===== config.mk =====
export PLATFORM = sky130hd
export DESIGN_NAME = complex_mix_engine_flat
export DESIGN_NICKNAME = d
export VERILOG_FILES = /design/src/rtl/complex_mix_engine_if.sv /design/src/rtl/complex_mix_engine.sv /design/src/flat_wrapper.sv
export SDC_FILE = /design/constraint.sdc
export NUM_CORES = 2
export LEC_CHECK = 0
export ABC_AREA = 1
export CELL_PAD_IN_SITES_DETAIL_PLACEMENT = 1
export CELL_PAD_IN_SITES_GLOBAL_PLACEMENT = 1
export CORE_ASPECT_RATIO = 1.75
export CORE_MARGIN = 5
export CORE_UTILIZATION = 48
export DETAILED_ROUTE_END_ITERATION = 10
export GPL_TIMING_DRIVEN = 1
export PLACE_DENSITY_LB_ADDON = 0.1
export SKIP_LAST_GASP = 1
export SYNTH_ARGS = -nofsm -noshare
export SYNTH_HDL_FRONTEND = slang
export SYNTH_SLANG_ARGS = --single-unit

===== constraint.sdc =====
create_clock -name clk -period 16.31 [get_ports clk]
set_input_delay 4.0775 -clock clk [delete_from_list [all_inputs] [get_ports clk]]
set_output_delay 4.0775 -clock clk [all_outputs]
set_load 0.01 [all_outputs]

===== src/rtl/complex_mix_engine_if.sv =====
// Start/busy/done job handshake and lane buses for complex_mix_engine.
interface complex_mix_engine_if #(
    parameter int WIDTH  = 32,
    parameter int LANES  = 8,
    parameter int ROUNDS = 12
);
    localparam int CW = $clog2(ROUNDS + 1);

    logic                     start;
    logic [LANES*WIDTH-1:0]   seed_in;
    logic                     busy;
    logic                     done;
    logic [LANES*WIDTH-1:0]   result;
    logic [CW-1:0]            round_cnt;

    modport master (
        output start,
        output seed_in,
        input  busy,
        input  done,
        input  result,
        input  round_cnt
    );

    modport slave (
        input  start,
        input  seed_in,
        output busy,
        output done,
        output result,
        output round_cnt
    );
endinterface


===== src/rtl/complex_mix_engine.sv =====
// Multi-cycle lane mixer: LOAD, ROUNDS single-cycle rounds, FIN.
// Optional MIX_FINAL_MUL_EN adds a POST multiply state before FIN.
module complex_mix_engine #(
    parameter int WIDTH  = 32,
    parameter int LANES  = 8,
    parameter int ROUNDS = 12,
    parameter int SHL    = 16,
    parameter int SHRA   = 17,
    parameter int SHRB   = 12
) (
    input  logic                 clk,
    input  logic                 rst_n,
    complex_mix_engine_if.slave  bus
);
    localparam int CW = $clog2(ROUNDS + 1);
    localparam int IW = (LANES > 1) ? $clog2(LANES) : 1;

    typedef logic [LANES-1:0][WIDTH-1:0] vec_t;

    typedef enum logic [2:0] {
        IDLE = 3'd0,
        LOAD = 3'd1,
        RUN  = 3'd2,
`ifdef MIX_FINAL_MUL_EN
        POST = 3'd3,
`endif
        FIN  = 3'd4
    } state_t;

    state_t         state_q;
    vec_t           lanes_q;
    vec_t           result_q;
    logic [CW-1:0]  cnt_q;
    logic           busy_q;
    logic           done_q;
    vec_t           round_d;
    vec_t           post_d;

    function automatic logic [IW-1:0] idx(input int i, input int k);
        return IW'((i + k) % LANES);
    endfunction

    // Lanes update in order so later lanes see earlier results.
    function automatic vec_t mix_round(input vec_t v);
        vec_t l;
        l = v;
        for (int i = 0; i < LANES; i++) begin
            l[i] = l[i] + l[idx(i, 1)] - l[idx(i, LANES - 3)];
        end
        for (int i = 0; i < LANES; i++) begin
            l[i] = l[i] ^ (l[idx(i, 3)] << SHL);
        end
        for (int i = 0; i < LANES; i++) begin
            l[i] = l[i] - (l[idx(i, 2)] >> SHRA)
                        + (l[idx(i, 4)] >> SHRB);
        end
        return l;
    endfunction

    always_comb begin
        round_d = mix_round(lanes_q);
        post_d  = lanes_q;
        for (int i = 0; i < LANES; i++) begin
            post_d[i] = lanes_q[i] * WIDTH'(2 * i + 3)
                      + WIDTH'(i);
        end
    end

    always_ff @(posedge clk or negedge rst_n) begin
        if (!rst_n) begin
            state_q  <= IDLE;
            lanes_q  <= '0;
            result_q <= '0;
            cnt_q    <= '0;
            busy_q   <= 1'b0;
            done_q   <= 1'b0;
        end else begin
            done_q <= 1'b0;
            unique case (state_q)
                IDLE: begin
                    if (bus.start) begin
                        state_q <= LOAD;
                        busy_q  <= 1'b1;
                    end
                end
                LOAD: begin
                    lanes_q <= bus.seed_in;
                    cnt_q   <= '0;
                    state_q <= RUN;
                end
                RUN: begin
                    lanes_q <= round_d;
                    cnt_q   <= cnt_q + 1'b1;
                    if (cnt_q == CW'(ROUNDS - 1)) begin
`ifdef MIX_FINAL_MUL_EN
                        state_q <= POST;
`else
                        state_q <= FIN;
`endif
                    end
                end
`ifdef MIX_FINAL_MUL_EN
                POST: begin
                    lanes_q <= post_d;
                    state_q <= FIN;
                end
`endif
                FIN: begin
                    result_q <= lanes_q;
                    done_q   <= 1'b1;
                    busy_q   <= 1'b0;
                    state_q  <= IDLE;
                end
                default: begin
                    state_q <= IDLE;
                    busy_q  <= 1'b0;
                end
            endcase
        end
    end

    assign bus.busy      = busy_q;
    assign bus.done      = done_q;
    assign bus.result    = result_q;
    assign bus.round_cnt = cnt_q;

endmodule


===== src/flat_wrapper.sv =====
// flat-port wrapper written by rule: the top's interface ports become plain ports
module complex_mix_engine_flat 
#(
    parameter int WIDTH  = 32,
    parameter int LANES  = 8,
    parameter int ROUNDS = 12,
    parameter int SHL    = 16,
    parameter int SHRA   = 17,
    parameter int SHRB   = 12
)
  (clk, rst_n, bus_start, bus_seed_in, bus_busy, bus_done, bus_result, bus_round_cnt);
  complex_mix_engine_if #(.WIDTH(WIDTH), .LANES(LANES), .ROUNDS(ROUNDS)) bus_i ();
  input  logic clk;
  input  logic rst_n;
  input wire logic [$bits(bus_i.start)-1:0] bus_start;
  input wire logic [$bits(bus_i.seed_in)-1:0] bus_seed_in;
  output wire logic [$bits(bus_i.busy)-1:0] bus_busy;
  output wire logic [$bits(bus_i.done)-1:0] bus_done;
  output wire logic [$bits(bus_i.result)-1:0] bus_result;
  output wire logic [$bits(bus_i.round_cnt)-1:0] bus_round_cnt;
  assign bus_i.start = bus_start;
  assign bus_i.seed_in = bus_seed_in;
  assign bus_busy = bus_i.busy;
  assign bus_done = bus_i.done;
  assign bus_result = bus_i.result;
  assign bus_round_cnt = bus_i.round_cnt;
  complex_mix_engine #(.WIDTH(WIDTH), .LANES(LANES), .ROUNDS(ROUNDS), .SHL(SHL), .SHRA(SHRA), .SHRB(SHRB)) u_core (.clk(clk), .rst_n(rst_n), .bus(bus_i));
endmodule

==> qor.json, run 1 <==
{
  "via_count_of_the_first_global_routing_pass": {"value": 82100},
  "overflow_left_after_global_routing": {"value": 826},
  "clock_sinks": {"value": 521},
  "synth_ff_type": {"value": "sky130_fd_sc_hd__dfrtp_1"},
  "cts.htree.levels": {"value": 2},
  "yosys.cell_types.count": {"value": 64},
  "die_height": {"value": 474, "unit": "um"},
  "synth_sequential_area_ratio": {"value": 22.1, "unit": "%"},
  "synth_nets": {"value": 9240},
  "synth_cells": {"value": 8066},
  "synth_seq_cells": {"value": 521},
  "outcome": {"value": "did not finish"},
  "clock-root-buffer": {"value": "sky130_fd_sc_hd__clkbuf_16"},
  "total_standard_cell_area_after_synthesis": {"value": 0.0591, "unit": "sq mm"},
  "wire_length_of_the_first_global_routing_pass": {"value": 674000, "unit": "um"},
  "synth_edf_count": {"value": 0},
  "maximum_number_of_pins_on_one_net_before_global_route_repair": {"value": 150},
  "synth_warnings": {"value": 0},
  "hpwlAfterDp": {"value": 335000, "unit": "um"},
  "top_level_ports": {"value": 521},
  "initial_utilization": {"value": 48.2, "unit": "%"},
  "cts_bufs_inserted": {"value": 55},
  "stopping_stage": {"value": "global routing (5_1_grt)"},
  "toolErrorMsg": {"value": "[ERROR GRT-0116] Global routing finished with congestion. Check the congestion regions in the DRC Viewer."},
  "cts_hold_buffers": {"value": 0},
  "port-buffer-count": {"value": 520},
  "synth.avg_cell_area": {"value": 7.32, "unit": "sq um"},
  "horizontal_die_dimension": {"value": 275, "unit": "um"},
  "dpl_cell_area": {"value": 0.0673, "unit": "sq mm"},
  "synth_async_sr_flop_share": {"value": 100, "unit": "%"},
  "placed_cells_incl_taps": {"value": 10200},
  "ctsLongestPathBuffers": {"value": 3},
  "globalplace.congestion": {"value": 1.34},
  "row_count": {"value": 170},
  "globalRouteTotalUtil": {"value": 70.6, "unit": "%"}
}
repair_timing:
| item | 4_1_cts |
|---|---|
| resized for setup | 2 |
| endpoints found under the setup margin | 14 |
| setup buffers | 0 |
layer usage:
layer  overflow  GRT usage, %
met5          1          16.9
met4        277          74.2
met1         18          68.3
met3          9          48.4
met2        521          93.1
synth_stat cells, types with 102 or more instances:
library cell,count,area share [%]
sky130_fd_sc_hd__dfrtp_1,521,22
sky130_fd_sc_hd__xor2_1,270,4.0
sky130_fd_sc_hd__inv_1,1462,9.3
sky130_fd_sc_hd__fa_1,356,12
sky130_fd_sc_hd__nand2_1,1821,12
sky130_fd_sc_hd__nor2_1,448,2.8
sky130_fd_sc_hd__xnor2_1,186,2.8
sky130_fd_sc_hd__o211ai_1,102,1.3
sky130_fd_sc_hd__nand3_1,266,2.3
sky130_fd_sc_hd__ha_1,559,12
sky130_fd_sc_hd__o21ai_0,575,4.9
sky130_fd_sc_hd__clkbuf_1,135,0.86
sky130_fd_sc_hd__a21oi_1,653,5.5
per-stage QoR:
step / worst slack, ps / setup TNS [ps]
floorplan: 5760 / 0
global placement: -109 / -109
detailed placement: -422 / -1680
CTS: 21.2 / 0
kinds of logic after synthesis:
kind of cell               after synthesis  share of synthesized area, %
and+or+nand+nor                       2761                          19.1
AOI/OAI and AO/OA                     1759                          17.2
buffers and inverters                 1636                          10.4
adders and majority gates              915                          23.9
DFF                                    521                          22.1
xor gates and xnor gates               474                          7.30
==> inputs of run 2 (changes only) <==
- CELL_PAD_IN_SITES_DETAIL_PLACEMENT: 1 -> unset
- CELL_PAD_IN_SITES_GLOBAL_PLACEMENT: 1 -> unset
- CORE_ASPECT_RATIO: 1.75 -> unset
- CORE_UTILIZATION: 48 -> 40
- PLACE_DENSITY_LB_ADDON: 0.1 -> 0.15
==> qor.json, run 2 <==
{
  "outcome": {"value": "completed"},
  "drt_drc_violations_left": {"value": 0},
  "final_layout_size_suffix_gt1_share": {"value": 5.44, "unit": "%"},
  "wire_length_of_the_first_global_routing_pass": {"value": 487000, "unit": "um"},
  "cts_bufs_inserted": {"value": 61, "change": "+11%"},
  "horizontal_die_dimension": {"value": 394, "unit": "um", "change": "+43%"},
  "final.min_clock_period": {"value": 15330, "unit": "ps"},
  "compound_cell_area_share_of_the_yosys_netlist": {"value": 17.2, "unit": "%", "change": "unchanged"},
  "synth_nets": {"value": 9240, "change": "unchanged"},
  "hpwlAfterDp": {"value": 316000, "unit": "um", "change": "-5.7%"},
  "synthSimpleGateAreaFrac": {"value": 19.1, "unit": "%", "change": "unchanged"},
  "synth_seq_cells": {"value": 521, "change": "unchanged"},
  "final_cell_mix": {"value": "sky130_fd_sc_hd__nand2_1 (1819), sky130_fd_sc_hd__inv_1 (1462), sky130_fd_sc_hd__a21oi_1 (653), sky130_fd_sc_hd__o21ai_0 (575), sky130_fd_sc_hd__ha_1 (559)"},
  "maximum_number_of_pins_on_one_net_before_global_route_repair": {"value": 137},
  "yosys.area_share.xor_xnor": {"value": 7.30, "unit": "%", "change": "unchanged"},
  "critical_path.max_fanout": {"value": 5},
  "setup_total_negative_slack": {"value": 0, "unit": "ps"},
  "worstMarginPinSlew": {"value": 1440, "unit": "ps"},
  "cts.htree.levels": {"value": 2, "change": "unchanged"},
  "slew_headroom": {"value": 3.64, "unit": "%"},
  "top_level_ports": {"value": 521, "change": "unchanged"},
  "synth_top_family_by_area": {"value": "adder cells"},
  "synth_sequential_area_ratio": {"value": 22.1, "unit": "%", "change": "unchanged"},
  "critPathRequiredTime": {"value": 16910, "unit": "ps"},
  "post_synth_fa_ha_maj_area_fraction": {"value": 23.9, "unit": "%", "change": "unchanged"},
  "port-buffer-count": {"value": 520, "change": "unchanged"},
  "post-synth-top-area-fraction": {"value": 22.1, "unit": "%", "change": "unchanged"},
  "timing.critical_path.slowest_cell_delay": {"value": 1010, "unit": "ps"},
  "post_route_fraction_of_the_period_consumed_by_the_critical_path": {"value": 94.0, "unit": "%"},
  "die_height": {"value": 394, "unit": "um", "change": "-17%"},
  "fin_worst_skew": {"value": 37.7, "unit": "ps"},
  "synth_most_common_cell": {"value": "sky130_fd_sc_hd__nand2_1"},
  "drt_iter0_markers": {"value": 8695},
  "clock_insertion_delay_worst_skew": {"value": 720, "unit": "ps"},
  "nFillCells": {"value": 14800},
  "multi_input_comb_area": {"value": 0.0402, "unit": "sq mm"},
  "fp.coreArea": {"value": 0.147, "unit": "sq mm"},
  "startpoint_type": {"value": "flop"},
  "yosys.cell_types.count": {"value": 64, "change": "unchanged"},
  "globalplace.congestion": {"value": 1.25, "change": "-7.1%"},
  "synth_edf_count": {"value": 0, "change": "unchanged"},
  "synth_cells": {"value": 8066, "change": "unchanged"},
  "proportion_of_synthesized_area_in_mux_cells": {"value": 0, "unit": "%", "change": "unchanged"},
  "route.vias.total": {"value": 63100},
  "avgViaCountPerCell": {"value": 5.92},
  "cap_violations": {"value": 0},
  "nets": {"value": 9821},
  "crit_path_arrival_time": {"value": 15930, "unit": "ps"},
  "clk_pin_slew_worst_paths": {"value": 60, "unit": "ps"},
  "synth_ff_type": {"value": "sky130_fd_sc_hd__dfrtp_1"},
  "mostFrequentLayoutCell": {"value": "sky130_fd_sc_hd__nand2_1"},
  "globalRouteTotalUtil": {"value": 45.2, "unit": "%"},
  "via_count_of_the_first_global_routing_pass": {"value": 59500},
  "setup_repair_after_global_routing_missed_its_margin": {"value": "no"},
  "drtAntennaViolNets": {"value": 0},
  "crit_slowest_cell": {"value": "sky130_fd_sc_hd__xor2_1"},
  "post_cts.repair.setup_buffers": {"value": 0, "change": "unchanged"},
  "die_area": {"value": 0.155, "unit": "sq mm"},
  "area_growth": {"value": 18.2, "unit": "%"},
  "synthTopCellsByArea": {"value": "sky130_fd_sc_hd__dfrtp_1 (22%), sky130_fd_sc_hd__fa_1 (12%), sky130_fd_sc_hd__ha_1 (12%)"},
  "worst_setup_path_end_kind": {"value": "flop"},
  "post_synth_most_frequent_cells": {"value": "sky130_fd_sc_hd__nand2_1 (1821), sky130_fd_sc_hd__inv_1 (1462), sky130_fd_sc_hd__a21oi_1 (653)"},
  "setup_viol": {"value": 0},
  "row_count": {"value": 141, "change": "-17%"},
  "overflow_left_after_global_routing": {"value": 0},
  "synth_warnings": {"value": 0, "change": "unchanged"},
  "synth_async_sr_flop_share": {"value": 100, "unit": "%", "change": "unchanged"},
  "final_hold_viol_count": {"value": 0},
  "clock_sinks": {"value": 521, "change": "unchanged"},
  "synth.avg_cell_area": {"value": 7.32, "unit": "sq um", "change": "unchanged"},
  "routed_wirelength": {"value": 363000, "unit": "um"},
  "total_standard_cell_area_after_synthesis": {"value": 0.0591, "unit": "sq mm", "change": "unchanged"},
  "postCtsResizedCells": {"value": 0, "change": "-2"},
  "ctsLongestPathBuffers": {"value": 3, "change": "unchanged"},
  "timing_worst_setup_path_type": {"value": "reg2reg"},
  "regArea": {"value": 0.0130, "unit": "sq mm"},
  "finalMaxSlewViolations": {"value": 0},
  "avgRoutedWirePerCell": {"value": 34.2, "unit": "um"},
  "initial_utilization": {"value": 40.1, "unit": "%", "change": "-8.1 points"},
  "antenna_violations_before_repair": {"value": 31},
  "cts_tree": {"value": "done"},
  "critPathMostFrequentCell": {"value": "sky130_fd_sc_hd__inv_1"},
  "tritonroute_pass_1_iters": {"value": 6},
  "kind_of_path_behind_the_tightest_hold_check": {"value": "reg2reg"},
  "fmaxAchievable": {"value": 0.0652, "unit": "GHz"},
  "cts_hold_buffers": {"value": 0, "change": "unchanged"},
  "yosys.area.top_type": {"value": "sky130_fd_sc_hd__dfrtp_1"},
  "clock-root-buffer": {"value": "sky130_fd_sc_hd__clkbuf_16"}
}
==> run 2: layout make-up <==
cell class	count	share of cell area [%]
multi-input combinational	5909	57.5
clock inverter	35	0.638
timing repair buffer	677	9.20
clock buffer	79	2.49
tap	1930	3.46
inverter	1477	7.96
sequential	521	18.7
antenna	15	0.0538
==> run 2: worst paths after layout <==
kind	to	from	slack (ps)	cells after the start
max	u_core.lanes_q[223]	u_core.lanes_q[41]	980	55
min	u_core.bus.result[169]	u_core.bus.result[169]	480	2
max reg2reg	u_core.lanes_q[223]	u_core.lanes_q[41]	980	55
min reg2reg	u_core.bus.result[169]	u_core.bus.result[169]	480	2
max in group asynchronous	u_core.bus.result[241]	rst_n	10210	4
min in group asynchronous	u_core.bus.result[170]	rst_n	3360	1
==> run 2: through the flow <==
step / setup slack (ps) / cells / hold slack, ps / instance area, sq um / util [%]
floorplan: 5760 / 8066 / 480 / 59100 / -
global placement: 1690 / 10500 / 464 / 67600 / 45.9
detailed placement: 1840 / 10500 / 466 / 67600 / 45.9
CTS: 1830 / 10600 / 482 / 69800 / 47.4
global route: 800 / 10600 / 506 / 69800 / 47.4
finish: 979 / 10600 / 481 / 69800 / 47.4
==> run 2: kinds of logic (layout without fill, tap and decap cells) <==
group / after synthesis / count (layout)
and+or+nand+nor: 2761 / 2761
adders and majority gates: 915 / 915
xor gates and xnor gates: 474 / 474
other: 0 / 15
DFF: 521 / 521
buffers and inverters: 1636 / 2268
AOI/OAI and AO/OA: 1759 / 1759
==> run 2: layer usage <==
metal / wire (um) / vias to the layer above / global-route usage (%)
li1: - / 27200 / -
met1: 140000 / 30700 / 58.1
met2: 147000 / 4181 / 64.9
met3: 40200 / 998 / 11.3
met4: 36600 / 12 / 35.2
met5: 91 / - / 0
==> run 2: critical path: cells and delay by family, from the launching register on <==
| family | cells | cell delay (ps) |
|---|---|---|
| simple gates | 16 | 2600 |
| compound gates | 17 | 3900 |
| xor+xnor | 3 | 2360 |
| buf+inv | 9 | 1490 |
| fa+ha+maj | 10 | 4520 |
| flops | 1 | 360 |
Power of run 2 is left out: the tool's default activity adds up to more than one toggle a clock period on the data nets, which glitch-free logic cannot reach.
